## src/rtl/seq_ripple_adder_if.sv

```systemverilog
// Operand/result bundle for seq_ripple_adder: request side driven by the
// producer, status and result side driven by the adder.
interface seq_ripple_adder_if #(
  parameter int WIDTH = 16
);
  logic             start;
  logic [WIDTH-1:0] A;
  logic [WIDTH-1:0] B;
  logic             Cin;
  logic             sub;
  logic             busy;
  logic             done;
  logic [WIDTH-1:0] S;
  logic             Cout;
  logic             ovf;

  modport master (
    output start, A, B, Cin, sub,
    input  busy, done, S, Cout, ovf
  );

  modport slave (
    input  start, A, B, Cin, sub,
    output busy, done, S, Cout, ovf
  );
endinterface

```

## src/rtl/seq_ripple_adder.sv

```systemverilog
// Multi-cycle add/subtract: the ripple-carry chain is folded in time and
// evaluated DIGIT bits per clock, finishing with a one-cycle done pulse.
module seq_ripple_adder #(
  parameter int WIDTH = 16,
  parameter int DIGIT = 4
) (
  input  logic              clk,
  input  logic              rst,
  seq_ripple_adder_if.slave bus
);
  localparam int NDIG = WIDTH / DIGIT;
  localparam int CW   = (NDIG > 1) ? $clog2(NDIG) : 1;

  typedef enum logic [1:0] {IDLE, RUN, DONE} state_t;

  state_t           state_q, state_d;
  logic [CW-1:0]    count_q, count_d;
  logic [WIDTH-1:0] opa_q, opa_d;
  logic [WIDTH-1:0] opb_q, opb_d;
  logic [WIDTH-1:0] res_q, res_d;
  logic             carry_q, carry_d;
  logic [WIDTH-1:0] s_q, s_d;
  logic             cout_q, cout_d;
  logic             ovf_q, ovf_d;

  logic [DIGIT:0]   slice_sum;
  logic [WIDTH-1:0] slice_ext;
  logic [WIDTH-1:0] res_shift;
  logic             c_msb;

  // One slice of the chain; the carry into the slice's top bit is recovered
  // from its sum bit, which on the last slice is the carry into the word MSB.
  always_comb begin
    slice_sum = {1'b0, opa_q[DIGIT-1:0]} + {1'b0, opb_q[DIGIT-1:0]}
              + {{DIGIT{1'b0}}, carry_q};
    slice_ext = WIDTH'(slice_sum[DIGIT-1:0]);
    res_shift = (res_q >> DIGIT) | (slice_ext << (WIDTH - DIGIT));
    c_msb     = slice_sum[DIGIT-1] ^ opa_q[DIGIT-1] ^ opb_q[DIGIT-1];
  end

  always_comb begin
    state_d = state_q;
    count_d = count_q;
    opa_d   = opa_q;
    opb_d   = opb_q;
    res_d   = res_q;
    carry_d = carry_q;
    s_d     = s_q;
    cout_d  = cout_q;
    ovf_d   = ovf_q;
    unique case (state_q)
      IDLE, DONE: begin
        if (bus.start) begin
          // Subtraction is A + ~B + 1 with the borrow-in folded into the carry.
          state_d = RUN;
          count_d = '0;
          opa_d   = bus.A;
          opb_d   = bus.sub ? ~bus.B : bus.B;
          carry_d = bus.sub ? ~bus.Cin : bus.Cin;
          res_d   = '0;
        end else if (state_q == DONE) begin
          state_d = IDLE;
        end
      end
      RUN: begin
        opa_d   = opa_q >> DIGIT;
        opb_d   = opb_q >> DIGIT;
        res_d   = res_shift;
        carry_d = slice_sum[DIGIT];
        count_d = count_q + 1'b1;
        if (count_q == CW'(NDIG - 1)) begin
          state_d = DONE;
          s_d     = res_shift;
          cout_d  = slice_sum[DIGIT];
          ovf_d   = c_msb ^ slice_sum[DIGIT];
        end
      end
      default: state_d = IDLE;
    endcase
  end

  always_ff @(posedge clk) begin
    if (rst) begin
      state_q <= IDLE;
      count_q <= '0;
      opa_q   <= '0;
      opb_q   <= '0;
      res_q   <= '0;
      carry_q <= 1'b0;
      s_q     <= '0;
      cout_q  <= 1'b0;
      ovf_q   <= 1'b0;
    end else begin
      state_q <= state_d;
      count_q <= count_d;
      opa_q   <= opa_d;
      opb_q   <= opb_d;
      res_q   <= res_d;
      carry_q <= carry_d;
      s_q     <= s_d;
      cout_q  <= cout_d;
      ovf_q   <= ovf_d;
    end
  end

  assign bus.busy = (state_q == RUN);
  assign bus.done = (state_q == DONE);
  assign bus.S    = s_q;
  assign bus.Cout = cout_q;
  assign bus.ovf  = ovf_q;
endmodule

```

## src/flat_wrapper.sv

```systemverilog
// flat-port wrapper written by rule: the top's interface ports become plain ports
module seq_ripple_adder_flat 
#(
  parameter int WIDTH = 16,
  parameter int DIGIT = 4
)
  (clk, rst, bus_start, bus_A, bus_B, bus_Cin, bus_sub, bus_busy, bus_done, bus_S, bus_Cout, bus_ovf);
  seq_ripple_adder_if #(.WIDTH(WIDTH)) bus_i ();
  input  logic clk;
  input  logic rst;
  input wire logic [$bits(bus_i.start)-1:0] bus_start;
  input wire logic [$bits(bus_i.A)-1:0] bus_A;
  input wire logic [$bits(bus_i.B)-1:0] bus_B;
  input wire logic [$bits(bus_i.Cin)-1:0] bus_Cin;
  input wire logic [$bits(bus_i.sub)-1:0] bus_sub;
  output wire logic [$bits(bus_i.busy)-1:0] bus_busy;
  output wire logic [$bits(bus_i.done)-1:0] bus_done;
  output wire logic [$bits(bus_i.S)-1:0] bus_S;
  output wire logic [$bits(bus_i.Cout)-1:0] bus_Cout;
  output wire logic [$bits(bus_i.ovf)-1:0] bus_ovf;
  assign bus_i.start = bus_start;
  assign bus_i.A = bus_A;
  assign bus_i.B = bus_B;
  assign bus_i.Cin = bus_Cin;
  assign bus_i.sub = bus_sub;
  assign bus_busy = bus_i.busy;
  assign bus_done = bus_i.done;
  assign bus_S = bus_i.S;
  assign bus_Cout = bus_i.Cout;
  assign bus_ovf = bus_i.ovf;
  seq_ripple_adder #(.WIDTH(WIDTH), .DIGIT(DIGIT)) u_core (.clk(clk), .rst(rst), .bus(bus_i));
endmodule
```

## config.mk

```make
export PLATFORM = sky130hd
export DESIGN_NAME = seq_ripple_adder_flat
export DESIGN_NICKNAME = d
export VERILOG_FILES = /design/src/rtl/seq_ripple_adder_if.sv /design/src/rtl/seq_ripple_adder.sv /design/src/flat_wrapper.sv
export SDC_FILE = /design/constraint.sdc
export NUM_CORES = 1
export LEC_CHECK = 0
export ABC_CLOCK_PERIOD_IN_PS = 2000
export BUFFER_PORTS_ARGS = -buffer_cell sky130_fd_sc_hd__buf_4
export CAP_MARGIN = 20
export CORE_MARGIN = 2
export CORE_UTILIZATION = 43
export CTS_BUF_LIST = sky130_fd_sc_hd__clkbuf_16
export CTS_CLUSTER_SIZE = 20
export DETAILED_ROUTE_END_ITERATION = 6
export SLEW_MARGIN = 15
export SYNTH_ARGS = -nofsm -noshare
export SYNTH_HDL_FRONTEND = slang
export SYNTH_SLANG_ARGS = --single-unit
```

## constraint.sdc

```tcl
create_clock -name clk -period 2 [get_ports clk]
set_input_delay 0.4 -clock clk [delete_from_list [all_inputs] [get_ports clk]]
set_output_delay 0.4 -clock clk [all_outputs]
set_load 0.01 [all_outputs]
```

# Word level (Yosys, flattened, before mapping)
# Cells that the tools add are included.
# word_totals
ff_bits	71
latch_bits	0
ram_bits	0
romBits	0
inputBits	37
out_inout_bits	20
n_memories	0
# classes
n_addsub	3
n_mul	0
n_div	0
order_cmp	0
n_eq_ne	6
shift	0
n_mux	16
bitwise	6
n_reduce_logical	6
# ops
op	count
16-bit case mux with 2 select lines	3
16-bit 2-to-1 mux	4
16-bit inverter	1
12-bit by 16-bit OR with 16-bit output	1
2-bit 2-to-1 mux	4
2-bit case mux with 2 select lines	2
2-bit AND reduction	3
4-bit by 4-bit adder with 5-bit output	1
5-bit by 1-bit adder with 5-bit output	1
2-bit == test (second input constant)	2
3-bit != test (second input constant)	1
1-bit bitwise XOR	3
2-bit by 1-bit adder with 2-bit output (second input constant)	1
2-bit by 1-bit == test with 1-bit output (second input constant)	1
2-bit zero test	1
1-bit 2-to-1 mux	2
2-bit by 1-bit != test with 1-bit output (second input constant)	1
2-bit != test (second input constant)	1
1-bit case mux with 2 select lines	1
2-bit nonzero test	1
2-bit OR reduction	1
1-bit inverter	1

# Depth between registers and ports, before layout
# logic_depth
ltp_word	5
mapped_depth	8

# Worst setup path before layout
# OpenSTA, ideal clock, no wires.
# synth_path
kind	flip-flop to flip-flop
startpoint	register u_core.carry_q
endpoint	register u_core.ovf_q (netlist: u_core.bus.ovf)
arrival_time_ns	1.712
slack_ns	0.174
path_stages_with_launch	9
n_path_buf	0
synth_period_minus_slack_ns	1.826
path_cell_list	dfxtp_1 > fa_1 > inv_1 > fa_1 > nand2b_1 > a21oi_1 > xnor2_1 > xnor2_1 > a21o_1
# synth_between
elab_chain_len	4
# synth_lines
element	line	source
from (decl)	seq_ripple_adder.sv:21	logic carry_q, carry_d;
from (signal assigned)	seq_ripple_adder.sv:99	carry_q <= carry_d;
5-bit by 1-bit adder with 5-bit output *	seq_ripple_adder.sv:35	+ {{DIGIT{1'b0}}, carry_q};
1-bit bitwise XOR (2 in series)	seq_ripple_adder.sv:38	c_msb = slice_sum[DIGIT-1] ^ opa_q[DIGIT-1] ^ opb_q[DIGIT-1];
1-bit bitwise XOR *	seq_ripple_adder.sv:75	ovf_d = c_msb ^ slice_sum[DIGIT];
to (signal assigned)	seq_ripple_adder.sv:102	ovf_q <= ovf_d;
to (decl)	seq_ripple_adder.sv:24	logic ovf_q, ovf_d;
# Mark *: on every way between the ends. The rest lies on a longest branch, timed or not.
# A chain may end at the register's enable or synchronous reset.

# Final worst setup path
# Ends and elaborated chain as after synthesis.

==> impl_metrics.yaml <==
routing:
  firstDrtPassIters: 4
  routed_via_density: 5.17
  drc: 0
  wl_per_cell_um: 13.8
  wl_um: 6050
  drt_iter0_markers: 120
  ant_nets: 0
  vias: 2276
timing:
  worst_slew_pin_slew_ns: 0.516
  slew-limit-headroom: 0.656
  hold_viol: 0
  rsz0062_at_grt: "no"
  setup_viol: 0
  tns_ns: 0
  min_period_ns: 1.87
  drv_slew: 0
  clock-skew-final_ns: 0.00622
  fmaxAchievable_mhz: 535
  min_period_over_period: 0.935
synthesis:
  synthMuxAreaShare: 0.00353
  ys_async_sr_fraction: 0
  yosys.area_share.simple: 0.136
  yosysTopAreaCell: "dfxtp_1"
  synth-adder-area-share: 0.0318
  synth-edff-count: 0
  synth.distinct_cells: 28
  synth_top_family_by_area: "compound AO/OA/AOI/OAI gates"
  seq_area_frac_synth: 0.473
  synth_nets: 355
  synthTopCellsByArea: "dfxtp_1, a22oi_1, nand2_1"
  synth_xor_xnor_area_share: 0.0706
  yosys_warnings: 0
  synth_ff_type: "dfxtp_1"
  ys_seq_elements: 67
  synthCells: 312
  synth_area_um2: 2840
  syn_area_per_cell_um2: 9.09
  synth_compound_area_frac: 0.219
  synth_top_area_frac: 0.473
critical_path:
  slowest_stage: "fa_1"
  cp-startpoint: "u_core.carry_q"
  worstRegToRegCells: 8
  cp-end-kind: "flop"
  crit_type: "reg2reg"
  worstPathMaxFanout: 2
  r2r_slack_ns: 0.13
  cp.required_ns: 2.22
  cp_data_arrival_time_ns: 2.09
  rr_endpoint: "u_core.bus.ovf"
  r2r-start: "u_core.carry_q"
  crit_chain: "fa_1 -> inv_1 -> fa_1 -> nand2b_1 -> a21oi_2 -> xnor2_1 -> xnor2_1 -> a21o_1"
  crit_path_end: "u_core.bus.ovf"
  worstSetupStartpointType: "flop"
  critPathMaxStageDelay_ns: 0.41
die:
  pin_count: 57
  dieArea_um2: 7260
  initial_utilization: 0.447
  row_count: 29
  die_w_um: 85.2
  core_area_um2: 6350
  die_h_um: 85.2
power_and_ir_drop:
  swShare: 0.232
  p_per_area_nw_per_um2: 919
  p_seq_frac: 0.441
  power.switching_uw: 754
  ir_worst_vdd_mv: 0.606
  power.clock.fraction: 0.445
  intPower_mw: 2.50
  combPwrFrac: 0.115
  p_leak_nw: 1.42
clock_network:
  cts.sinks: 67
  root_buffer: "clkbuf_16"
  clk-insertion-delay-late_ns: 0.33
  ctsHoldBuffers: 0
  cts.path.max_buffers: 2
  numCtsBuffers: 9
  post_cts_buffers: 0
  cts_tree: "done"
  htree_levels: 3
  path_clk_slew_ns: 0.05
finish:
  seqCellArea_um2: 1340
  antennaDiodeCount: 0
  final_cell_mix: "dfxtp_1, buf_4, nand2_1"
  multiInputGateArea_um2: 1310
  fill_cells: 612
  synthToLayoutAreaGrowth_pct: 24.8
  fin_cells: 440
  nets: 403
  final_common_cell: "dfxtp_1"
  layout-drive-gt1-share: 0.251
placement:
  place_inst: 426
  place.gp.congestion: 0.773
  dp_hpwl_um: 3970
  port_buffers: 56
grt:
  antenna_found_initial: 0
  grt_pass1_vias: 2084
  grt_use_total: 0.174
  grt_start_max_net_pins: 48
  overflow: 0
  grt_first_pass_wirelength_um: 9990
run:
  drv_cap: 0
hold_path:
  min_path_type: "in2reg"
  min_from: "bus_A[14]"
  hold_depth: 3
status:
  status: "complete, no violations"
## area by class of cell
| class | count | area share |
|---|---|---|
| Timing Repair Buffer | 63 | 0.141 |
| Tap cell | 77 | 0.0272 |
| Clock inverter | 5 | 0.0131 |
| Sequential cell | 67 | 0.379 |
| Inverter | 5 | 0.00530 |
| Clock buffer | 9 | 0.0636 |
| Multi-Input combinational cell | 214 | 0.371 |
## cells in the mapped netlist, types with 3 or more instances
cell	number
dfxtp_1	67
nand2_1	55
a22oi_1	46
a21oi_1	33
nor2_1	29
xor2_1	18
buf_2	11
a21oi_2	10
buf_6	6
clkbuf_1	5
inv_1	5
ha_1	4
buf_4	3
xnor2_1	3
## layer usage
layer / vias up / global-route usage / wire length (um)
li1: 1159 / - / -
met1: 1059 / 0.245 / 2890
met2: 50 / 0.249 / 2790
met3: 8 / 0.0632 / 286
met4: 0 / 0.0563 / 79
met5: - / 0 / 0
## registers in the layout, summed over array words and instances (netlist names)
| name | cells |
|---|---|
| u_core.bus.Cout | 1 |
| u_core.bus.S | 16 |
| u_core.bus.ovf | 1 |
| u_core.carry_q | 1 |
| u_core.count_q | 2 |
| u_core.opa_q | 16 |
| u_core.opb_q | 16 |
| u_core.res_q | 12 |
| u_core.state_q | 2 |
## worst max-delay path: cells and delay by family, from the launching register on
family,cells,cell delay [ns]
AO/OA/AOI/OAI,2,0.33
flip-flops,1,0.35
adder cells (fa/ha/maj),2,0.62
buffers and inverters,1,0.06
AND/OR/NAND/NOR,1,0.18
XOR/XNOR,2,0.23
## timing repair
| action | CTS | global route |
|---|---|---|
| gates resized for setup | 0 | 1 |
| hold endpoints to repair | 0 | 0 |
| setup endpoints to repair | 0 | 1 |
## metrics by stage
step	total power [mW]	setup WS [ns]	area, um2	util	hold slack [ns]
floorplan	1.71	0.174	2840	-	0.432
global placement	1.83	0.157	3260	0.514	0.444
detailed placement	1.84	0.0608	3260	0.514	0.447
CTS	3.30	0.0576	3540	0.557	0.314
global route	3.40	0.00277	3540	0.557	0.342
finish	3.25	0.130	3540	0.557	0.321
## how the worst min path moves through the flow
stage                             to  slack (ns)
floorplan            u_core.bus.S[0]        0.43
global placement     u_core.opa_q[5]        0.44
detailed placement   u_core.opb_q[6]        0.45
CTS                 u_core.opa_q[14]        0.31
global route        u_core.opa_q[15]        0.34
finish              u_core.opa_q[14]        0.32
## logic make-up after synthesis
kind of cell / after synthesis
simple gates: 93
compound gates: 92
flops: 67
buf+inv: 31
xor+xnor: 22
fa+ha+maj: 6
mux: 1
## power groups by stage
stage / clock network [mW] / logic, mW / registers, mW
2_1_floorplan: 0 / 0.265 / 1.45
3_3_place_gp: 0 / 0.370 / 1.46
3_5_place_dp: 0 / 0.375 / 1.46
4_1_cts: 1.49 / 0.377 / 1.43
5_1_grt: 1.55 / 0.417 / 1.44
6_report: 1.45 / 0.373 / 1.43
Power figures use the tool's default switching activity.
